$ cat src/rtl/bitonic_16_sched.sv
// Batch scheduler in front of the 16-input bitonic sorter: gathers a serial stream
// into padded batches, launches one at a time, captures results, watches for lost ones.
module bitonic_16_sched #(
  parameter int                   DATAWIDTH  = 8,
  parameter int                   DATALENGTH = 16,
  parameter logic [DATAWIDTH-1:0] PAD_VALUE  = '0,
  parameter int                   MAX_LAT    = 16,
  parameter int                   CW         = $clog2(DATALENGTH+1)
) (
  input  logic                                  clk_i,
  input  logic                                  rst_i,
  input  logic                                  in_valid_i,
  output logic                                  in_ready_o,
  input  logic [DATAWIDTH-1:0]                  in_data_i,
  input  logic                                  in_last_i,
  output logic                                  sort_valid_o,
  output logic [DATALENGTH-1:0][DATAWIDTH-1:0]  sort_x_o,
  input  logic                                  sort_valid_i,
  input  logic [DATALENGTH-1:0][DATAWIDTH-1:0]  sort_y_i,
  output logic                                  out_valid_o,
  input  logic                                  out_ready_i,
  output logic [DATALENGTH-1:0][DATAWIDTH-1:0]  out_data_o,
  output logic [CW-1:0]                         out_count_o,
  output logic [1:0]                            err_o
);

  // Handshakes: a transfer happens on a rising edge where valid && ready are both high;
  // valid never waits on ready, and data is held stable while valid is high and ready low.

  localparam int WW = $clog2(MAX_LAT+1);

  typedef enum logic {FILL, PEND} state_t;

  state_t                               state;
  logic [DATALENGTH-1:0][DATAWIDTH-1:0] fill_buf;
  logic [CW-1:0]                        fill_cnt;
  logic [CW-1:0]                        flight_cnt;
  logic                                 in_flight;
  logic [WW-1:0]                        wd_cnt;
  logic                                 accept;
  logic                                 close;
  logic                                 launch;
  logic                                 capture;
  logic                                 timeout;

  // Ready depends only on state, so downstream stalls never ripple into the input side.
  assign in_ready_o = (state == FILL) && !rst_i;
  assign accept     = in_valid_i && in_ready_o;
  assign close      = accept && (in_last_i || (fill_cnt == CW'(DATALENGTH-1)));
  assign launch     = (state == PEND) && !in_flight && (!out_valid_o || out_ready_i);
  assign capture    = sort_valid_i && in_flight;
  assign timeout    = in_flight && !sort_valid_i && (wd_cnt == WW'(MAX_LAT-1));

  always_ff @(posedge clk_i) begin
    if (rst_i) begin
      state        <= FILL;
      fill_buf     <= '0;
      fill_cnt     <= '0;
      flight_cnt   <= '0;
      in_flight    <= 1'b0;
      wd_cnt       <= '0;
      sort_valid_o <= 1'b0;
      sort_x_o     <= '0;
      out_valid_o  <= 1'b0;
      out_data_o   <= '0;
      out_count_o  <= '0;
      err_o        <= '0;
    end else begin
      sort_valid_o <= 1'b0;

      // Closing accept pads every slot above the one being written.
      for (int k = 0; k < DATALENGTH; k++) begin
        if (accept && (CW'(k) == fill_cnt)) fill_buf[k] <= in_data_i;
        else if (close && (CW'(k) > fill_cnt)) fill_buf[k] <= PAD_VALUE;
      end

      case (state)
        FILL: begin
          if (accept) fill_cnt <= fill_cnt + 1'b1;
          if (close)  state    <= PEND;
        end
        PEND: begin
          if (launch) begin
            state        <= FILL;
            fill_cnt     <= '0;
            sort_x_o     <= fill_buf;
            sort_valid_o <= 1'b1;
          end
        end
        default: state <= FILL;
      endcase

      // Capture wins over a timeout landing in the same cycle.
      if (launch) begin
        in_flight  <= 1'b1;
        wd_cnt     <= '0;
        flight_cnt <= fill_cnt;
      end else if (capture) begin
        in_flight   <= 1'b0;
        out_data_o  <= sort_y_i;
        out_count_o <= flight_cnt;
      end else if (timeout) begin
        in_flight <= 1'b0;
        err_o[0]  <= 1'b1;
      end else if (in_flight) begin
        wd_cnt <= wd_cnt + 1'b1;
      end

      if (sort_valid_i && !in_flight) err_o[1] <= 1'b1;

      if (capture)          out_valid_o <= 1'b1;
      else if (out_ready_i) out_valid_o <= 1'b0;
    end
  end

endmodule

$ cat config.mk
export PLATFORM = sky130hd
export DESIGN_NAME = bitonic_16_sched
export DESIGN_NICKNAME = d
export VERILOG_FILES = /design/src/rtl/bitonic_16_sched.sv
export SDC_FILE = /design/constraint.sdc
export NUM_CORES = 1
export LEC_CHECK = 0
export ABC_CLOCK_PERIOD_IN_PS = 4000
export BUFFER_PORTS_ARGS = -buffer_cell sky130_fd_sc_hd__buf_4
export CAP_MARGIN = 15
export CORE_UTILIZATION = 55
export CTS_CLUSTER_DIAMETER = 120
export DETAILED_ROUTE_END_ITERATION = 8
export PLACE_DENSITY = 0.86
export SLEW_MARGIN = 40
export SYNTH_ARGS = -nofsm -noshare
export SYNTH_HDL_FRONTEND = slang
export SYNTH_SLANG_ARGS = --single-unit
$ cat constraint.sdc
create_clock -name clk_i -period 4 [get_ports clk_i]
set_clock_uncertainty 0.1 [all_clocks]
set_input_delay 0.4 -clock clk_i [delete_from_list [all_inputs] [get_ports clk_i]]
set_output_delay 0.4 -clock clk_i [all_outputs]
set_load 0.005 [all_outputs]
Yosys cells after proc, flatten, opt, wreduce, memory -nomap -nowiden
Index checks and enable logic that the tools add are counted.
{"block": "op_classes", "add_sub_neg": 2, "n_lt_le_gt_ge": 16, "n_eq_ne": 19, "mux": 44, "n_bitwise": 4, "n_reduce_logical": 73}
{"cell": "8-bit two-way mux", "n": 32}
{"cell": "1-bit logical AND", "n": 41}
{"cell": "4-bit by 5-bit == test with 1-bit output (first input constant)", "n": 8}
{"cell": "4-bit by 5-bit > comparator with 1-bit output (first input constant)", "n": 8}
{"cell": "2-bit nonzero test", "n": 17}
{"cell": "3-bit by 5-bit == test with 1-bit output (first input constant)", "n": 4}
{"cell": "3-bit by 5-bit > comparator with 1-bit output (first input constant)", "n": 4}
{"cell": "5-bit by 1-bit adder with 5-bit output (second input constant)", "n": 2}
{"cell": "2-bit by 5-bit == test with 1-bit output (first input constant)", "n": 2}
{"cell": "5-bit by 4-bit == test with 1-bit output (second input constant)", "n": 2}
{"cell": "1-bit by 5-bit > comparator with 1-bit output (first input constant)", "n": 2}
{"cell": "2-bit by 5-bit > comparator with 1-bit output (first input constant)", "n": 2}
{"cell": "5-bit two-way mux", "n": 2}
{"cell": "5-bit one-hot mux with 2 select lines", "n": 1}
{"cell": "1-bit two-way mux", "n": 8}
{"cell": "2-bit AND reduction", "n": 3}
{"cell": "3-bit AND reduction", "n": 2}
{"cell": "1-bit by 5-bit == test with 1-bit output (first input constant)", "n": 1}
{"cell": "5-bit zero test", "n": 1}
{"cell": "1-bit zero test", "n": 4}
{"cell": "1-bit NOT", "n": 4}
{"cell": "2-bit OR reduction", "n": 2}
{"cell": "3-bit nonzero test", "n": 1}
{"cell": "1-bit logical OR", "n": 2}
{"cell": "3 further kinds", "n": 3}
{"block": "word_totals", "reg_bits": 410, "input_bits": 142}

Depth between registers and ports, before layout
Gate-level depths: netlist (run 1).
{"block": "depth", "ltp_word": 7, "mapped_depth": 7, "mapped_depth_nobuf": 7}

Worst setup path after synthesis (run 1)
Ideal clock, no wire load.
{"block": "synth_timing", "path_kind": "reg-to-reg", "startpoint": "register fill_cnt[0]", "endpoint": "register fill_buf[39] (netlist bit)", "setup_ps": 59, "t_arrival_ps": 2052, "required_time_ps": 3841, "path_slack_ps": 1789, "stages_incl_launch_ff": 8, "path_buffers": 2, "period_less_slack_ps": 2211, "cell_sequence": "dfxtp_1 > clkbuf_1 > clkbuf_1 > inv_1 > ha_1 > a22o_1 > a21oi_1 > a22o_1"}
{"block": "synth_between", "elab_chain_len": 5, "word_cells_on_any_way": 9}
{"item": "start, declared", "line": "36", "source": "logic [CW-1:0] fill_cnt;"}
{"item": "start signal, assigned", "line": "79", "source": "if (accept) fill_cnt <= fill_cnt + 1'b1;"}
{"item": "branches (longest 5 deep; another with 3-bit by 5-bit > comparator with 1-bit output)"}
{"item": "end signal, assigned by index", "line": "73", "source": "if (accept && (CW'(k) == fill_cnt)) fill_buf[k] <= in_data_i;"}
{"item": "end, declared", "line": "35", "source": "logic [DATALENGTH-1:0][DATAWIDTH-1:0] fill_buf;"}
Several ways; the timed one is not identified.
A chain may end at the register's enable or synchronous reset.

Worst setup path in the final report (run 1)
{"block": "layout_timing", "startpoint": "register fill_cnt[0]", "endpoint": "register fill_buf[53] (netlist bit)"}
The elaborated chain is that of the path after synthesis.

==> qor.txt, run 1 <==
CP Class: register to register
layout cell share with drive strength beyond 1: 25.5%
Final Critical Period: 2.68 ns
switch share: 22.2%
most common cell after layout, fill and taps aside: nand2_1
initial drt markers: 1239
Ports: 408
Net Switching: 0.00195 W
core area: 25100 sq um
cell area after synthesis: 14000 sq um
die footprint: 26200 sq um
postcts setup bufs: 0
commonest cells after routing, fill and taps aside: nand2_1 (542), buf_4 (412), dfxtp_1 (410)
Syn. warnings: 0
Least-Margin Pin Slew: 0.832 ns
Chip Width: 162 microns
Worst-path clk slew: 0.06 ns
CTS tree: built
antenna violations before repair: 4
Peak Freq: 0.373 GHz
Comb power frac: 5.9%
global placer's final weighted congestion: 0.912
syn_nets: 1764
Synth-to-Final Area Change: 33.4%
WP data arrival: 3.05 ns
H-tree Lvls: 2
Reg power frac: 47.4%
post-synthesis cell type count: 38
peak supply drop: 0.318 mV
final setup fails: 0
RSZ-0062 raised after global routing: no
status: completed
Yosys top cell by area: dfxtp_1
vias in the first global route: 11800
row count: 58
Worst EP required: 4.37 ns
Synth Register Bits: 410
fillers: 1792
Reg2Reg Launch Point: fill_cnt[0]$_SDFFE_PP0P_
Hold Buf Count CTS: 0
total grt overflow: 0
Worst setup SP type: register
crit end category: register
Root Buffer: clkbuf_16
placed cell area: 17200 sq um
final hold vios: 0
Worst setup startpoint: fill_cnt[0]$_SDFFE_PP0P_
Min-Delay Path Class: primary input to register
Clock Sinks: 410
gr usage total: 31.5%
P_leak: 7.47 nW
Worst-Skew Late Latency: 0.53 ns
post-layout util: 74.6%
drt drc: 0
Cells after Synth: 1617
Post-DP HPWL: 29200 microns
Clock Path Buffers: 3
max-cap violations: 0
Initial Util: 55.9%
pwr/cell area: 469 nW/um^2
pre-CTS WS: 1.49 ns
routed len/inst: 18.6 microns
Max FO, Critical Path: 20
Layout Nets: 2101
total vias in the final route: 13000
Finished Cell Area: 18700 sq um
drt pass-1 iters: 5
Tcrit/Tclk final: 67.0%
Setup TNS Final: 0 ns
post-synthesis sequential area ratio: 58.5%
Yosys top cell area share: 58.5%
Pint: 0.00684 W
port bufs: 407
post-route setup slack: 1.32 ns
Total Wirelength: 43200 microns
min-delay src: sort_y_i[34]
overall die height: 162 microns
Rel. slew slack: 44.5%
total CTS buffers: 41
Post-CTS Resized: 0
clock share of power: 46.7%
vias per cell: 5.59
Overall Power: 0.00878 W
first-pass GRT wire length: 65000 microns
DRT antenna net count: 0
Synth area leaders: dfxtp_1 (58%), nand2_1 (15%), a21oi_1 (10%)
final-report max-slew violation count: 0
Avg Cell Area, Syn: 8.68 sq um
pin count of the biggest net entering global routing: 134
==> worst max-delay path, stage by stage (launching register included) <==
cell	delay (ns)
dfxtp_1	0.72
inv_1	0.23
ha_1	0.38
a22o_1	0.27
a21oi_1	0.67
a22o_1	0.25
==> per-stage QoR <==
step	instances	hold WS, ns
floorplan	1617	0.332
detailed placement	2240	0.347
CTS	2315	0.000454
global route	2320	0.00217
global placement	2240	0.341
finish	2321	0.0168
==> cells in the mapped netlist (all sizes together) <==
cell type  number
nand3           6
nor3b           4
nor2           33
or3b            1
dfxtp         410
or4b            1
and4b           1
xor2            5
clkbuf         90
and3b           1
a31oi           2
ha              5
mux2i           1
o21ai           3
buf            34
a22oi          16
and4            3
a22o           78
nand2         543
a31o            2
a21o            2
a221oi          1
nor2b           9
inv             7
nor3            5
a21oi         282
nand2b         11
o31a            1
or4             1
o2bb2ai        40
a211oi          2
xnor2           1
a311oi          1
o211ai          1
and3            8
nand4           6
==> path summary, 6_finish.rpt <==
path	to	slack, ns	cells past startpoint
worst max-delay path	fill_buf[53]$_SDFFE_PP0P_	1.32	5
worst min-delay path	out_data_o[34]$_SDFFE_PP0P_	0.02	3
worst max register to register	fill_buf[53]$_SDFFE_PP0P_	1.32	5
worst min register to register	sort_x_o[7]$_SDFFE_PP0P_	0.35	2
==> state kept, by name (all words and copies together), names as in the netlist <==
name and cells:
fill_buf 128, out_data_o 128, sort_x_o 128, fill_cnt 5, flight_cnt 5, out_count_o 5
wd_cnt 5, err_o 2, in_flight 1, out_valid_o 1, sort_valid_o 1, state 1
==> routing by layer <==
metal / vias up / routed length, microns / global-route usage (%)
met4: 0 / 2490 / 19.1
met5: - / 0 / 0
met3: 139 / 3440 / 6.54
met1: 6118 / 16800 / 39.0
met2: 618 / 20500 / 50.4
li1: 6110 / - / -
==> area by class of cell <==
class | instances | area, sq um | share of cell area, %
antenna | 5 | 12.5 | 0.0668
clock buffer | 57 | 1250 | 6.67
clock inverter | 18 | 225 | 1.20
inverter | 7 | 26.3 | 0.140
multi-input combinational | 1076 | 5410 | 28.9
sequential | 410 | 8210 | 43.8
tap | 330 | 413 | 2.20
timing repair buffer | 418 | 3190 | 17.0
==> logic make-up after synthesis <==
logic type	count (synthesis)	synth area share [%]
AOI/OAI and AO/OA	431	19.0
xor gates and xnor gates	6	0.374
adders and majority gates	5	0.446
buffers and inverters	131	3.54
DFF	410	58.5
muxes	1	0.0713
and+or+nand+nor	633	18.1
==> power groups by stage <==
stage | Combinational [W] | Sequential, W | Clock [W]
final | 0.000515 | 0.00416 | 0.00411
after detailed placement | 0.000499 | 0.00425 | 0
after floorplan | 0.000247 | 0.00425 | 0
after global placement | 0.000490 | 0.00425 | 0
after CTS | 0.000503 | 0.00416 | 0.00413
after global routing | 0.000555 | 0.00417 | 0.00431
(Power assumes the default switching activity.)
==> inputs of run 2 (changes only) <==
--- a/config.mk
+++ b/config.mk
@@ -5,13 +5,14 @@
 export SDC_FILE = /design/constraint.sdc
 export NUM_CORES = 1
 export LEC_CHECK = 0
-export ABC_CLOCK_PERIOD_IN_PS = 4000
+export ABC_AREA = 1
+export ABC_CLOCK_PERIOD_IN_PS = 2500
 export BUFFER_PORTS_ARGS = -buffer_cell sky130_fd_sc_hd__buf_4
 export CAP_MARGIN = 15
-export CORE_UTILIZATION = 55
+export CORE_UTILIZATION = 52
 export CTS_CLUSTER_DIAMETER = 120
 export DETAILED_ROUTE_END_ITERATION = 8
-export PLACE_DENSITY = 0.86
+export PLACE_DENSITY = 0.82
 export SLEW_MARGIN = 40
 export SYNTH_ARGS = -nofsm -noshare
 export SYNTH_HDL_FRONTEND = slang
==> constraint.sdc (replaced) <==
create_clock -name clk_i -period 2.5 [get_ports clk_i]
set_clock_uncertainty 0.1 [all_clocks]
set_input_delay 0.25 -clock clk_i [delete_from_list [all_inputs] [get_ports clk_i]]
set_output_delay 0.25 -clock clk_i [all_outputs]
set_load 0.005 [all_outputs]
==> run 2 against run 1 <==
- synthesized cell count is the same
- core utilization grew 0.29 points
- first-iteration DRC count shrank 0.97%
- critical path depth grew 1
- cell count grew 8.2%
- clock-buffer cell count grew 5
- wire length grew 12%
- highest routed layer unchanged
==> qor.txt, run 2 <==
final hold vios: 0 (unchanged)
Min-Delay Path Class: primary input to register
die footprint: 28500 sq um (+8.8%)
core area: 27100 sq um (+7.9%)
WP data arrival: 2.43 ns (-0.62 ns)
syn_nets: 1764 (unchanged)
layout cell share with drive strength beyond 1: 25.7% (+0.20 points)
Layout Nets: 2248 (+7.0%)
Sequential Area: 8210 sq um (unchanged)
post-synthesis sequential area ratio: 56.8% (-1.7 points)
Largest regs: fill_buf x128, out_data_o x128, sort_x_o x128
cell area after synthesis: 14500 sq um (+3.0%)
Worst-Skew Late Latency: 0.53 ns (about the same)
final-report max-slew violation count: 0 (unchanged)
global placer's final weighted congestion: 0.865 (-5.2%)
commonest cells after routing, fill and taps aside: buf_4 (421), dfxtp_1 (410), nor2_1 (274)
top post-synthesis cells by count: dfxtp_1 (410), nor2_1 (275), nand2_1 (165)
Yosys top cell area share: 56.8% (-1.7 points)
Syn. warnings: 0 (unchanged)
gr usage total: 32.5% (+1.1 points)
crit end category: register
drt drc: 0 (unchanged)
Finished Layout Cells: 2511 (+8.2%)
first-pass GRT wire length: 73400 microns (+13%)
most common cell after layout, fill and taps aside: buf_4
most common cell in the netlist: dfxtp_1
Synth area leaders: dfxtp_1 (57%), a22o_1 (7.3%), nor2_1 (7.1%)
post-synthesis cell type count: 36 (-5.3%)
H-tree Lvls: 2 (unchanged)
CTS tree: built
Yosys top cell by area: dfxtp_1
Root Buffer: clkbuf_16
P_leak: 8.32 nW (+11%)
Initial Util: 53.4% (-2.6 points)
Clock Path Buffers: 3 (unchanged)
vias in the first global route: 13600 (+15%)
max-cap violations: 0 (unchanged)
status: completed
Final Critical Period: 2.16 ns (-0.522 ns)
Avg Cell Area, Syn: 8.94 sq um (+3.0%)
Top FF cell, synth: dfxtp_1
vias per cell: 5.64 (+0.90%)
Worst setup SP type: register
total CTS buffers: 40 (-2.4%)
ys async rst share: 0% (unchanged)
Chip Width: 169 microns (+4.3%)
WHS: 0.0282 ns (+0.0114 ns)
Clock Sinks: 410 (unchanged)
Post-synth EDFFs: 0 (unchanged)
Cells after Synth: 1617 (unchanged)
peak supply drop: 0.465 mV (+47%)
Worst EP required: 2.77 ns (-1.60 ns)
overall die height: 169 microns (+4.3%)
routed len/inst: 19.3 microns (+3.5%)
fillers: 1795 (+0.17%)
footprint of the multi-input gates: 5530 sq um (+2.3%)
total grt overflow: 0 (unchanged)
Setup TNS Final: 0 ns (unchanged)
Max FO, Critical Path: 10 (-50%)
Cell Count Post-Placement: 2301 (+2.7%)
Overall Power: 0.0140 W (+60%)
Ports: 408 (unchanged)
Post-DP HPWL: 29500 microns (+0.91%)
Tcrit/Tclk final: 86.3% (+19 points)
Least-Margin Pin Slew: 0.789 ns (-0.0434 ns)
Rel. slew slack: 47.4% (+2.9 points)
port bufs: 407 (unchanged)
DRT antenna net count: 0 (unchanged)
Total Wirelength: 48400 microns (+12%)
antenna violations before repair: 6 (+2)
Post-CTS Resized: 0 (unchanged)
pin count of the biggest net entering global routing: 135 (+0.75%)
initial drt markers: 1227 (-0.97%)
final setup fails: 0 (unchanged)
total vias in the final route: 14200 (+9.2%)
Worst-path clk slew: 0.06 ns (about the same)
RSZ-0062 raised after global routing: no
Peak Freq: 0.464 GHz (+24%)
Synth Register Bits: 410 (unchanged)
Synth-to-Final Area Change: 40.4%
row count: 60 (+3.4%)
pwr/cell area: 691 nW/um^2 (+47%)
drt pass-1 iters: 6 (+1)
post-layout util: 74.9% (+0.29 points)
CP Class: register to register
postcts setup bufs: 0 (unchanged)
## run 2: cell count changes after synthesis, moves of 42 or more
cell,delta
a21oi_1,-147
a22o_1,+42
nand2_1,-378
nand3_1,+138
nor2_1,+242
o21ai_0,+140
## run 2: path summary, 6_finish.rpt
| path | depth (start not counted) | slack (ns) | from | endpoint |
|---|---|---|---|---|
| worst min register to register | 2 | 0.35 | sort_x_o[124]$_SDFFE_PP0P_ | sort_x_o[124]$_SDFFE_PP0P_ |
| worst max-delay path | 6 | 0.34 | fill_cnt[1]$_SDFFE_PP0P_ | fill_buf[85]$_SDFFE_PP0P_ |
| worst min-delay path | 3 | 0.03 | in_data_i[2] | fill_buf[114]$_SDFFE_PP0P_ |
| worst max register to register | 6 | 0.34 | fill_cnt[1]$_SDFFE_PP0P_ | fill_buf[85]$_SDFFE_PP0P_ |
## run 2: critical path: stages, from the launching register on
cell and delay [ns]:
dfxtp_1 0.56, ha_1 0.40, inv_1 0.18, nor3_4 0.39, inv_2 0.15, nand3_1 0.12, a21oi_1 0.09
## run 2: timing repair
action                     CTS  global route
hold endpoints to repair   131             0
setup endpoints to repair    0             0
hold buffers               130             0
## run 2: area by class of cell
cell class	count	area share (%)
Inverter	47	0.937
Clock inverter	9	0.543
Antenna cell	9	0.111
Timing Repair Buffer	557	22.5
Tap cell	372	2.29
Sequential cell	410	40.4
Multi-Input combinational cell	1045	27.2
Clock buffer	62	5.89
## run 2: power by group
part | leakage (nW) | internal, W | switching, W
combinational | 4.37 | 0.000565 | 0.000690
clock | 0.643 | 0.00351 | 0.00252
sequential | 3.31 | 0.00666 | 0.0000862
## run 2: logic make-up (layout without fill, tap and decap cells)
| logic type | Yosys count | in the layout | share of synthesized area, % |
|---|---|---|---|
| DFF | 410 | 410 | 56.8 |
| buffers and inverters | 162 | 675 | 5.09 |
| and+or+nand+nor | 631 | 631 | 20.2 |
| adders and majority gates | 5 | 5 | 0.433 |
| AOI/OAI and AO/OA | 408 | 408 | 17.5 |
| other | 0 | 9 | 0 |
| xor gates and xnor gates | 1 | 1 | 0.0606 |
## run 2: metrics by stage
step	instance area, sq um	setup WS (ns)
finish	20300	0.343
global route	20300	0.219
CTS	20300	0.366
detailed placement	17700	0.374
global placement	17700	0.488
floorplan	14500	0.619
## run 2: per-layer routing
layer | GRT usage (%) | up-vias | wire (microns)
met4 | 20.2 | 0 | 2970
met5 | 0 | - | 0
met1 | 35.8 | 6718 | 17500
met2 | 55.7 | 748 | 23600
li1 | - | 6474 | -
met3 | 8.95 | 234 | 4320
